**config.mk**
```make
export PLATFORM = sky130hd
export DESIGN_NAME = uart_rx
export DESIGN_NICKNAME = d
export VERILOG_FILES = /design/src/rtl/uart_pkg.sv /design/src/rtl/uart_rx_sync.sv /design/src/rtl/uart_rx.sv
export SDC_FILE = /design/constraint.sdc
export NUM_CORES = 1
export LEC_CHECK = 0
export BUFFER_PORTS_ARGS = -buffer_cell sky130_fd_sc_hd__buf_4
export CELL_PAD_IN_SITES_DETAIL_PLACEMENT = 1
export CELL_PAD_IN_SITES_GLOBAL_PLACEMENT = 1
export CORE_UTILIZATION = 45
export DETAILED_ROUTE_END_ITERATION = 16
export PLACE_DENSITY = 0.73
export SLEW_MARGIN = 10
export SYNTH_ARGS = -nofsm -noshare
export SYNTH_HDL_FRONTEND = slang
export SYNTH_SLANG_ARGS = --single-unit
```
**constraint.sdc**
```tcl
create_clock -name clk -period 1.9 [get_ports clk]
set_input_delay 0.095 -clock clk [delete_from_list [all_inputs] [get_ports clk]]
set_output_delay 0.095 -clock clk [all_outputs]
set_load 0.05 [all_outputs]
```
**src/rtl/uart_pkg.sv**
```systemverilog
// uart_pkg: shared UART state encodings and default frame/oversample constants.
//   STATE_IDLE/START/DATA/STOP - 2-bit FSM encodings used by both rx and tx
//   DEFAULT_DATA_BITS          - data bits per frame
//   DEFAULT_OVERSAMPLE         - enb ticks per bit period
package uart_pkg;
    typedef enum logic [1:0] {
        STATE_IDLE  = 2'd0,
        STATE_START = 2'd1,
        STATE_DATA  = 2'd2,
        STATE_STOP  = 2'd3
    } state_t;
    localparam int DEFAULT_DATA_BITS  = 8;
    localparam int DEFAULT_OVERSAMPLE = 16;
endpackage

```
**src/rtl/uart_rx_sync.sv**
```systemverilog
// uart_rx_sync: two-flop synchronizer for an asynchronous level, resets to 1.
//   clk - destination clock
//   rst - asynchronous active-low reset
//   d   - asynchronous input
//   q   - synchronized output, two clk of latency
module uart_rx_sync (
    input  logic clk,
    input  logic rst,
    input  logic d,
    output logic q
);
    logic meta;
    always_ff @(posedge clk or negedge rst) begin
        if (!rst) begin
            meta <= 1'b1;
            q    <= 1'b1;
        end else begin
            meta <= d;
            q    <= meta;
        end
    end
endmodule

```
**src/rtl/uart_rx.sv**
```systemverilog
// uart_rx: 8N1-style UART receiver with oversampling tick, ready/clear handshake and error flags.
//   clk       - system clock
//   rst       - asynchronous active-low reset
//   rx        - serial input, idles high, asynchronous to clk
//   enb       - oversample strobe, OVERSAMPLE per bit period
//   rdy_clr   - consumer acknowledge, clears rdy and overrun
//   data_out  - last good byte received
//   rdy       - a byte is valid on data_out
//   frame_err - last frame had a low stop bit
//   overrun   - a byte completed while rdy was still set
//   rx_busy   - receiver is inside a frame
module uart_rx import uart_pkg::*; #(
    parameter int DATA_BITS  = DEFAULT_DATA_BITS,
    parameter int OVERSAMPLE = DEFAULT_OVERSAMPLE
) (
    input  logic                 clk,
    input  logic                 rst,
    input  logic                 rx,
    input  logic                 enb,
    input  logic                 rdy_clr,
    output logic [DATA_BITS-1:0] data_out,
    output logic                 rdy,
    output logic                 frame_err,
    output logic                 overrun,
    output logic                 rx_busy
);
    localparam int CW = $clog2(OVERSAMPLE);
    localparam int BW = $clog2(DATA_BITS);
    localparam logic [CW-1:0] CNT_HALF = CW'(OVERSAMPLE / 2 - 1);
    localparam logic [CW-1:0] CNT_LAST = CW'(OVERSAMPLE - 1);
    localparam logic [BW-1:0] BIT_LAST = BW'(DATA_BITS - 1);

    logic                 rx_s;
    state_t               state;
    logic [CW-1:0]        cnt;
    logic [BW-1:0]        bit_idx;
    logic [DATA_BITS-1:0] shift;

    uart_rx_sync u_sync (
        .clk (clk),
        .rst (rst),
        .d   (rx),
        .q   (rx_s)
    );

    assign rx_busy = (state != STATE_IDLE);

    always_ff @(posedge clk or negedge rst) begin
        if (!rst) begin
            state     <= STATE_IDLE;
            cnt       <= '0;
            bit_idx   <= '0;
            shift     <= '0;
            data_out  <= '0;
            rdy       <= 1'b0;
            frame_err <= 1'b0;
            overrun   <= 1'b0;
        end else begin
            // Acknowledge runs every clk; a completing good stop below overrides it.
            if (rdy_clr) begin
                rdy     <= 1'b0;
                overrun <= 1'b0;
            end
            if (enb) begin
                case (state)
                    STATE_IDLE: begin
                        if (!rx_s) begin
                            state <= STATE_START;
                            cnt   <= '0;
                        end
                    end
                    STATE_START: begin
                        if (cnt == CNT_HALF) begin
                            // A start bit that is high again at mid-bit is a glitch.
                            state   <= rx_s ? STATE_IDLE : STATE_DATA;
                            cnt     <= '0;
                            bit_idx <= '0;
                        end else begin
                            cnt <= cnt + 1'b1;
                        end
                    end
                    STATE_DATA: begin
                        if (cnt == CNT_LAST) begin
                            shift[bit_idx] <= rx_s;
                            cnt            <= '0;
                            if (bit_idx == BIT_LAST) state <= STATE_STOP;
                            else bit_idx <= bit_idx + 1'b1;
                        end else begin
                            cnt <= cnt + 1'b1;
                        end
                    end
                    STATE_STOP: begin
                        if (cnt == CNT_LAST) begin
                            state <= STATE_IDLE;
                            cnt   <= '0;
                            if (rx_s) begin
                                data_out  <= shift;
                                rdy       <= 1'b1;
                                frame_err <= 1'b0;
                                overrun   <= rdy && !rdy_clr;
                            end else begin
                                frame_err <= 1'b1;
                            end
                        end else begin
                            cnt <= cnt + 1'b1;
                        end
                    end
                    default: state <= STATE_IDLE;
                endcase
            end
        end
    end
endmodule
```
==> results_dict.tcl, run 1 <==
set metrics [dict create \
    status "finished, final reports clean" \
    grt_remaining_overflow 0 \
    critical_path_class "reg2reg" \
    finalMaxSlewViolations 0 \
    crit_start "cnt[0]" \
    yosys-top-cells-area "dfrtp_1 49%, mux2_2 14%, dfstp_2 3.7%" \
    pwr_density_cell_nw_per_um2 1030 \
    post-route-min-period_ns 1.76 \
    antenna_found_initial 0 \
    grt_pass1_wl_um 4980 \
    grt_pass1_vias 1008 \
    setup_tns_ns 0 \
    netlist_top_cells_count "28 x dfrtp_1, 18 x mux2_2, 6 x o21ai_0" \
    cts_setup_buffers 0 \
    critPathMaxStageDelay_ns 0.39 \
    hold_path_class "in2reg" \
    dp.cells 175 \
    syn_nets 125 \
    place.gp.congestion 0.702 \
    ff2ff_path_depth 5 \
    pin_count 17 \
    end_kind "flop" \
    clk_pin_slew_ns 0.09 \
    vias_per_cell 5.36 \
    via_count 991 \
    p_leak_nw 0.809 \
    finalCritPeriodShare_pct 92.8 \
    grt_setup_unrepaired "false" \
    cp-endpoint "data_out[0]" \
    synth_area_leader_cell "dfrtp_1" \
    layoutNonFillerInstCount 185 \
    yosysMostFrequentCell "dfrtp_1" \
    clock_path_buffers 2 \
    cts_max_level 2 \
    drv_cap 0 \
    ys_dominant_reg_cell "dfrtp_1" \
    slew_headroom_pct 66.7 \
    grt_max_degree 31 \
    fp.dieW_um 58.3 \
    grt_usage_pct 20.6 \
    timing.critical_path.buf_inv 1 \
    wl_per_cell_um 16.0 \
    n_antenna_cell 0 \
    synth-async-reset-ratio_pct 100 \
    worstPathArrival_ns 1.98 \
    ys_seq_area_share_pct 52.9 \
    max_freq_mhz 567 \
    yosysUniqueCellTypes 37 \
    drt-total-wl_um 2950 \
    finClkSkew_ns 0.00726 \
    cts_buffers 5 \
    crit_cells 5 \
    crit_slowest_cell "dfrtp_1" \
    synth-seq-cells 30 \
    setup_viol 0 \
    row_count 20 \
    io_buffer_count 16 \
    peakVddDrop_mv 0.395 \
    dieArea_um2 3400 \
    tightest_slew_ns 0.494 \
    postSynthCellCount 117 \
    dr.pass1.iters 4 \
    ctsRootBufferMaster "clkbuf_4" \
    clk_latency_ns 0.33 \
    die_h_um 58.3 \
    worst_path_dominant_cell_family "simple AND/OR/NAND/NOR gates" \
    r2r-start "cnt[0]" \
    ant_nets 0 \
    rrSetupSlack_ns 0.14 \
    yosys.area.top_type_share_pct 49.2 \
    start_kind "flop" \
    drc 0 \
    netlist_area_um2 1430 \
    path_cells "ha_1 > and3_2 > and3_1 > buf_4 > mux2_2" \
    cts_tree "done" \
    r2r_end "data_out[0]" \
    hold_viol 0 \
    synth_edf_count 0 \
    cts.sinks 30 \
    drive_above_1_share_pct 37.6 \
    core-area_um2 3030 \
    final_nets 148 \
    post-route-util_pct 55.7 \
    hpwl_um 2140 \
    yosys_warnings 0 \
    first_iter_violations 26 \
    cp_max_fo 7 \
    syn_avg_cell_area_um2 12.2 \
    synthToLayoutAreaGrowth_pct 18.4 \
    required_ns 2.11 \
    initial_utilization_pct 47.1 \
    n_fill_cell 328 \
]
-- worst min-delay path by stage --
stage               cells after the start    start  slack [ns]                    endpoint
floorplan                               0      rst       -0.20  asynchronous set/reset pin
global placement                        1      rst        0.04                    state[0]
detailed placement                      1      rst        0.05                         rdy
CTS                                     3  rdy_clr        0.04                     overrun
global route                            3  rdy_clr        0.05                     overrun
finish                                  3  rdy_clr        0.04                     overrun
-- state kept, by name, indices dropped and copies added, names as in the netlist, named ones only --
signal	cells
data_out	8
shift	8
cnt	4
bit_idx	3
frame_err	1
overrun	1
rdy	1
state	1
u_sync.meta	1
u_sync.q	1
-- cell families after synthesis --
kind of cell | share of synthesized area (%)
AO/OA/AOI/OAI | 7.29
buffers and inverters | 4.04
flip-flops | 52.9
multiplexers | 17.1
AND/OR/NAND/NOR | 16.1
adder cells (fa/ha/maj) | 2.63
-- what timing repair did --
action	4_1_cts	5_1_grt
setup endpoints to repair	0	5
hold buffers	2	0
endpoints found under the hold margin	31	0
resized for setup	0	1
-- layer usage --
metal | track usage, % | vias up | share of wire, %
met5 | 0 | - | 0
met4 | 9.18 | 0 | 1.7
met3 | 5.58 | 5 | 4.1
met2 | 32.5 | 20 | 48
met1 | 26.6 | 495 | 46
li1 | - | 471 | -
-- final cells by class --
cell class / count / area, um^2 / share of cell area [%]
clock buffer: 7 / 55.1 / 3.26
multi-input combinational: 74 / 616 / 36.5
inverter: 5 / 18.8 / 1.11
sequential: 30 / 753 / 44.6
timing repair buffer: 24 / 185 / 11.0
clock inverter: 1 / 5.00 / 0.297
tap: 44 / 55.1 / 3.26
-- layout by cell type (no fill, tap or decap), types with 2 or more instances in the layout --
cell,n
nand4_1,2
dfrtp_1,28
mux2i_1,3
nor3_1,2
ha_1,3
a32o_1,2
nand2b_1,2
mux2_2,18
a31oi_1,2
and4_1,3
inv_1,5
nand2_1,3
o21ai_0,6
dlygate4sd3_1,2
buf_4,22
nor3b_1,3
clkbuf_4,5
dfstp_2,2
and3_1,3
nor2b_1,3
nand3b_1,3
-- worst reg2reg max path: cells and delay by family (launching register included) --
| kind | cells | cell delay [ns] |
|---|---|---|
| fa+ha+maj | 1 | 0.29 |
| buf+inv | 1 | 0.16 |
| flops | 1 | 0.39 |
| mux | 1 | 0.35 |
| simple gates | 2 | 0.46 |
-- power by group --
group / internal, mW / switching [mW] / total [mW]
Clock: 0.179 / 0.215 / 0.394
Sequential: 0.725 / 0.144 / 0.870
Combinational: 0.230 / 0.237 / 0.467
Total: 1.13 / 0.596 / 1.73
-- per-stage QoR --
stage	area [um^2]	hold slack (ns)	total power [mW]	setup WS, ns
after floorplan	1430	-0.201	1.20	0.260
after global placement	1610	0.0414	1.33	0.172
after detailed placement	1610	0.0470	1.35	0.0937
after CTS	1690	0.0352	1.76	0.0831
after global routing	1690	0.0502	1.85	0.0370
final	1690	0.0372	1.73	0.137
Note: power is estimated with default switching activity, not from simulation.
==> inputs of run 2 (changes only) <==
ABC_AREA = 1   (was unset)
CORE_UTILIZATION = 42   (was 45)
==> run 2 against run 1 <==
Effect of this change: combinational power grew 5.4%; worst setup slack gained 0.070 ns; worst hold slack gained 0.0020 ns; final area grew 0.59%; non-clock buffer count shrank 6; sequential power shrank 5.7%; flip-flop and latch count is the same; die area grew 8.4%; synthesized cell count grew 46%; maximum frequency grew 4.1%; clock skew shrank 0.0031 ns; via count grew 18%.
==> results_dict.tcl, run 2 <==
set metrics [dict create \
    status "finished, final reports clean" \
    fp.dieW_um 60.7 \
    swShare_pct 38.1 \
    postSynthCellCount 171 \
    ys_dominant_reg_cell "dfrtp_1" \
    r2r-start "cnt[0]" \
    via_count 1167 \
    cts_max_level 2 \
    drv_cap 0 \
    synth_compound_area_share_pct 7.01 \
    muxShareOfSynthArea_pct 0 \
    grt_pass1_vias 1210 \
    grt_remaining_overflow 0 \
    synth-async-reset-ratio_pct 100 \
    synth_top_family_by_area "simple AND/OR/NAND/NOR gates" \
    placed_area_um2 1600 \
    yosys-top-cells-area "dfrtp_1 48%, nand2_1 15%, inv_1 4.7%" \
    grt_setup_unrepaired "false" \
    hpwl_um 2380 \
    p_switching_uw 680 \
    initial_utilization_pct 45.9 \
    hold_start "rdy_clr" \
    clk_latency_ns 0.32 \
    grt_pass1_wl_um 5610 \
    dieArea_um2 3680 \
    power.share.clock_pct 26.5 \
    ant_nets 0 \
    drt-total-wl_um 3250 \
    hold_path_class "in2reg" \
    peakVddDrop_mv 0.413 \
    wl_per_cell_um 13.6 \
    seqPwrFrac_pct 45.9 \
    finClkSkew_ns 0.00411 \
    final_common_cell "nand2_1" \
    drive_above_1_share_pct 21.0 \
    ff2ff_path_depth 7 \
    post-route-util_pct 53.8 \
    cts_resized 0 \
    post-route-min-period_ns 1.69 \
    setup_tns_ns 0 \
    synthSimpleGateAreaFrac_pct 31.0 \
    dr.pass1.iters 4 \
    first_iter_violations 53 \
    pwr_density_cell_nw_per_um2 1050 \
    syn_nets 179 \
    start_kind "flop" \
    synth_xor_area_share_pct 0.606 \
    rrSetupSlack_ns 0.21 \
    crit_start "cnt[0]" \
    grt_max_degree 31 \
    end_kind "flop" \
    syn_avg_cell_area_um2 8.46 \
    die_h_um 60.7 \
    clk_pin_slew_ns 0.10 \
    antenna_found_initial 0 \
    yosys_warnings 0 \
    synth_area_leader_cell "dfrtp_1" \
    yosysMostFrequentCell "nand2_1" \
    synth_edf_count 0 \
    n_antenna_cell 0 \
    ys_seq_area_share_pct 52.1 \
    setup_viol 0 \
    core-area_um2 3150 \
    yosysUniqueCellTypes 23 \
    final_nets 202 \
    hold-path-cell-count 4 \
    yosys.area.top_type_share_pct 48.4 \
    netlist_top_cells_count "59 x nand2_1, 28 x dfrtp_1, 18 x inv_1" \
    max_freq_mhz 591 \
    tightest_slew_ns 0.394 \
    cts_buffers 5 \
    final_cell_mix "59 x nand2_1, 28 x dfrtp_1, 18 x inv_1" \
    pin_count 17 \
    pwr-share-comb_pct 27.6 \
    synth-seq-cells 30 \
    cts_tree "done" \
    worstPathArrival_ns 1.96 \
    finalMaxSlewViolations 0 \
    place.gp.congestion 0.805 \
    hold_viol 0 \
    cts.sinks 30 \
    ctsRootBufferMaster "clkbuf_4" \
    finalCritPeriodShare_pct 89.1 \
    slew_headroom_pct 73.7 \
    grt_usage_pct 21.4 \
    synth-adder-area-share_pct 2.60 \
    required_ns 2.17 \
    top_regs "data_out: 8 flops, shift: 8 flops, cnt: 4 flops" \
    fin_area_um2 1700 \
    critical_path_class "reg2reg" \
    vias_per_cell 4.88 \
    cellInternalPower_mw 1.11 \
    p_leak_nw 0.894 \
    clock_path_buffers 2 \
    drc 0 \
    synthToLayoutAreaGrowth_pct 17.4 \
    netlist_area_um2 1450 \
    hold_end "overrun" \
    r2r_end "data_out[4]" \
    row_count 20 \
    cts_setup_buffers 0 \
    cp_max_fo 13 \
    io_buffer_count 16 \
]
-- run 2: cell types whose count changed after synthesis, moves of 4 or more --
cell     delta
and3_1      -4
inv_1      +13
mux2_2     -18
nand2_1    +56
nand3_1    +11
nor2_1     +12
-- run 2: cell type report --
| type | count | area (um^2) |
|---|---|---|
| Clock buffer | 8 | 78.8 |
| Fill cell | 392 | 1460 |
| Sequential cell | 30 | 753 |
| Timing Repair Buffer | 18 | 140 |
| Tap cell | 44 | 55.1 |
| Multi-Input combinational cell | 119 | 596 |
| Inverter | 20 | 75.1 |
-- run 2: logic make-up after synthesis --
group           after synthesis
simple gates                 98
flops                        30
buf+inv                      22
compound gates               17
fa+ha+maj                     3
xor+xnor                      1
-- run 2: per-layer routing --
metal / track usage, % / part of all wire [%] / vias up
met5: 0 / 0 / -
met4: 6.82 / 0.80 / 0
met3: 7.04 / 3.4 / 2
met2: 33.3 / 49 / 19
met1: 28.4 / 47 / 564
li1: - / - / 582
-- run 2: repair_timing --
action	4_1_cts	5_1_grt
setup endpoints to repair	0	0
hold buffers	2	0
hold endpoints to repair	31	0
-- run 2: power by group through the flow --
stage                     combinational, mW  clock, mW  sequential (mW)
after floorplan                       0.417          0            0.777
after global placement                0.464          0            0.827
after detailed placement              0.484          0            0.831
after CTS                             0.495      0.487            0.818
after global routing                  0.558      0.516            0.835
final                                 0.492      0.474            0.820
-- run 2: through the flow --
step                cells  total power [mW]  setup WS [ns]  hold WS [ns]
global route          239              1.91         0.0531        0.0381
CTS                   239              1.80          0.198        0.0366
floorplan             171              1.19          0.513        -0.201
detailed placement    229              1.32          0.233        0.0455
finish                239              1.79          0.207        0.0393
global placement      229              1.29          0.265        0.0395
-- run 2: worst max-delay path by stage --
stage | endpoint | slack (ns) | depth (start not counted)
after global routing | data_out[7] | 0.05 | 7
after floorplan | bit_idx[0] | 0.51 | 8
after CTS | data_out[4] | 0.20 | 7
after global placement | data_out[4] | 0.26 | 7
after detailed placement | data_out[4] | 0.23 | 7
final | data_out[4] | 0.21 | 7
-- run 2: worst max-delay path, stage by stage, from the launching register on --
cell,delay [ns]
dfrtp_1,0.41
ha_1,0.27
nand3_2,0.18
nor2_4,0.17
nand4_4,0.23
inv_2,0.23
nand2_1,0.08
nand2_1,0.07
==> inputs of run 3 (changes only) <==
CORE_UTILIZATION = 46   (was 42)
PLACE_DENSITY = 0.79   (was 0.73)
clock period = 2.15 ns   (was 1.9 ns; I/O delays follow)
==> run 3 against run 2 <==
Effect of this change: via count fell by 2.0%; worst hold slack improved by 0.011 ns; core utilization rose by 5.0 points; worst setup slack improved by 0.31 ns; flip-flop and latch count did not move; first-iteration DRC count fell by 9.4%; wire length fell by 4.6%; critical path depth did not move; die area fell by 8.4%; power fell by 11%; critical path type unchanged; largest power group unchanged.
==> results_dict.tcl, run 3 (synthesis gave the netlist of run 2 again) <==
set metrics [dict create \
    status "finished, final reports clean" \
    via_count 1144 \
    place.gp.congestion 0.732 \
    post-route-min-period_ns 1.64 \
    holdWs_ns 0.0505 \
    start_kind "flop" \
    drive_above_1_share_pct 20.0 \
    grt_pass1_wl_um 5600 \
    core-area_um2 2880 \
    synthToLayoutAreaGrowth_pct 17.0 \
    multi_input_area_um2 596 \
    top_regs "data_out: 8 flops, shift: 8 flops, cnt: 4 flops" \
    cts_setup_buffers 0 \
    ant_nets 0 \
    fp.dieW_um 58.1 \
    rrSetupSlack_ns 0.51 \
    vias_per_cell 4.83 \
    required_ns 2.41 \
    ctsRootBufferMaster "clkbuf_4" \
    n_fill_cell 351 \
    timing.critical_path.buf_inv 1 \
    max_freq_mhz 612 \
    die_h_um 58.1 \
    drv_cap 0 \
    finalMaxSlewViolations 0 \
    final_common_cell "nand2_1" \
    final_cell_mix "59 x nand2_1, 28 x dfrtp_1, 18 x inv_1" \
    antenna_found_initial 0 \
    first_iter_violations 48 \
    grt_usage_pct 22.2 \
    wl_per_cell_um 13.1 \
    cts.sinks 30 \
    finClkSkew_ns 0.00667 \
    p_leak_nw 0.889 \
    seqCellArea_um2 753 \
    drc 0 \
    cts_hold_buf 2 \
    clk_pin_slew_ns 0.09 \
    drt-total-wl_um 3100 \
    cp_max_fo 13 \
    grt_max_degree 31 \
    layoutNonFillerInstCount 237 \
    clock_path_buffers 2 \
    dr.pass1.iters 4 \
    dieArea_um2 3370 \
    tightest_slew_ns 0.384 \
    grt_setup_unrepaired "false" \
    peakVddDrop_mv 0.440 \
    path_cells "ha_1 > nand3_2 > nor2_4 > nand4_4 > inv_2 > nand2_1 > nand2_1" \
    crit_top_cell "nand2_1" \
    hold-path-cell-count 4 \
    io_buffer_count 16 \
    r2r-start "cnt[0]" \
    p_total_mw 1.59 \
    finalCritPeriodShare_pct 76.1 \
    critPathMaxStageDelay_ns 0.40 \
    hpwl_um 2400 \
    row_count 19 \
    r2r_end "data_out[5]" \
    clk_latency_ns 0.32 \
    cts_tree "done" \
    setup_tns_ns 0 \
    worst_path_dominant_cell_family "simple AND/OR/NAND/NOR gates" \
    final_nets 202 \
    dp.cells 227 \
    hold_start "rdy_clr" \
    cts_buffers 5 \
    hold_viol 0 \
    fin_area_um2 1690 \
    grt_pass1_vias 1236 \
    ff2ff_path_depth 7 \
    critical_path_class "reg2reg" \
    end_kind "flop" \
    setup_viol 0 \
    pwr_density_cell_nw_per_um2 940 \
    crit_slowest_cell "dfrtp_1" \
    slew_headroom_pct 74.4 \
    cts_max_level 2 \
    placed_area_um2 1600 \
    pin_count 17 \
    worstPathArrival_ns 1.90 \
    hold_path_class "in2reg" \
    cts_resized 0 \
    grt_remaining_overflow 0 \
    n_antenna_cell 0 \
    initial_utilization_pct 50.3 \
    hold_end "overrun" \
]
## run 3: cell types whose count changed in the layout (fill, tap and decap cells not counted), sizes merged
| cell | previous run | this run |
|---|---|---|
| clkbuf | 8 | 7 |
| bufinv | 0 | 1 |
## run 3: where the power goes
part / internal (mW) / leakage (nW) / switching, mW
clock: 0.247 / 0.0395 / 0.191
combinational: 0.135 / 0.448 / 0.293
sequential: 0.618 / 0.401 / 0.106
## run 3: worst max path at each step
| stage | from | endpoint | slack (ns) | cells past startpoint |
|---|---|---|---|---|
| after floorplan | bit_idx[0] | bit_idx[0] | 0.76 | 8 |
| after global placement | cnt[0] | data_out[3] | 0.55 | 7 |
| after detailed placement | cnt[0] | data_out[5] | 0.51 | 7 |
| after CTS | cnt[0] | data_out[5] | 0.50 | 7 |
| after global routing | cnt[0] | data_out[2] | 0.36 | 7 |
| final | cnt[0] | data_out[5] | 0.51 | 7 |
## run 3: metrics by stage
stage	setup WS [ns]	util, %
2_1_floorplan	0.763	-
3_3_place_gp	0.550	55.5
3_5_place_dp	0.506	55.5
4_1_cts	0.497	58.8
5_1_grt	0.365	58.8
6_report	0.515	58.8
## run 3: layout make-up
cell class                 instances  share of cell area, %
multi-input combinational        119                   35.2
timing repair buffer              18                   8.28
sequential                        30                   44.5
inverter                          20                   4.44
clock buffer                       7                   2.66
clock inverter                     1                   1.78
tap                               42                   3.11
## run 3: worst reg2reg max path, cell delays in order, from the launching register on
cell and delay (ns):
dfrtp_1 0.40, ha_1 0.27, nand3_2 0.18, nor2_4 0.17, nand4_4 0.21, inv_2 0.21
nand2_1 0.08, nand2_1 0.06
## run 3: routing by layer
layer | track usage, % | part of all wire [%] | vias up | routed length [um]
li1 | - | - | 586 | -
met1 | 28.9 | 47 | 536 | 1460
met2 | 35.6 | 48 | 16 | 1500
met3 | 5.36 | 2.8 | 6 | 87
met4 | 9.18 | 1.6 | 0 | 51
met5 | 0 | 0 | - | 0
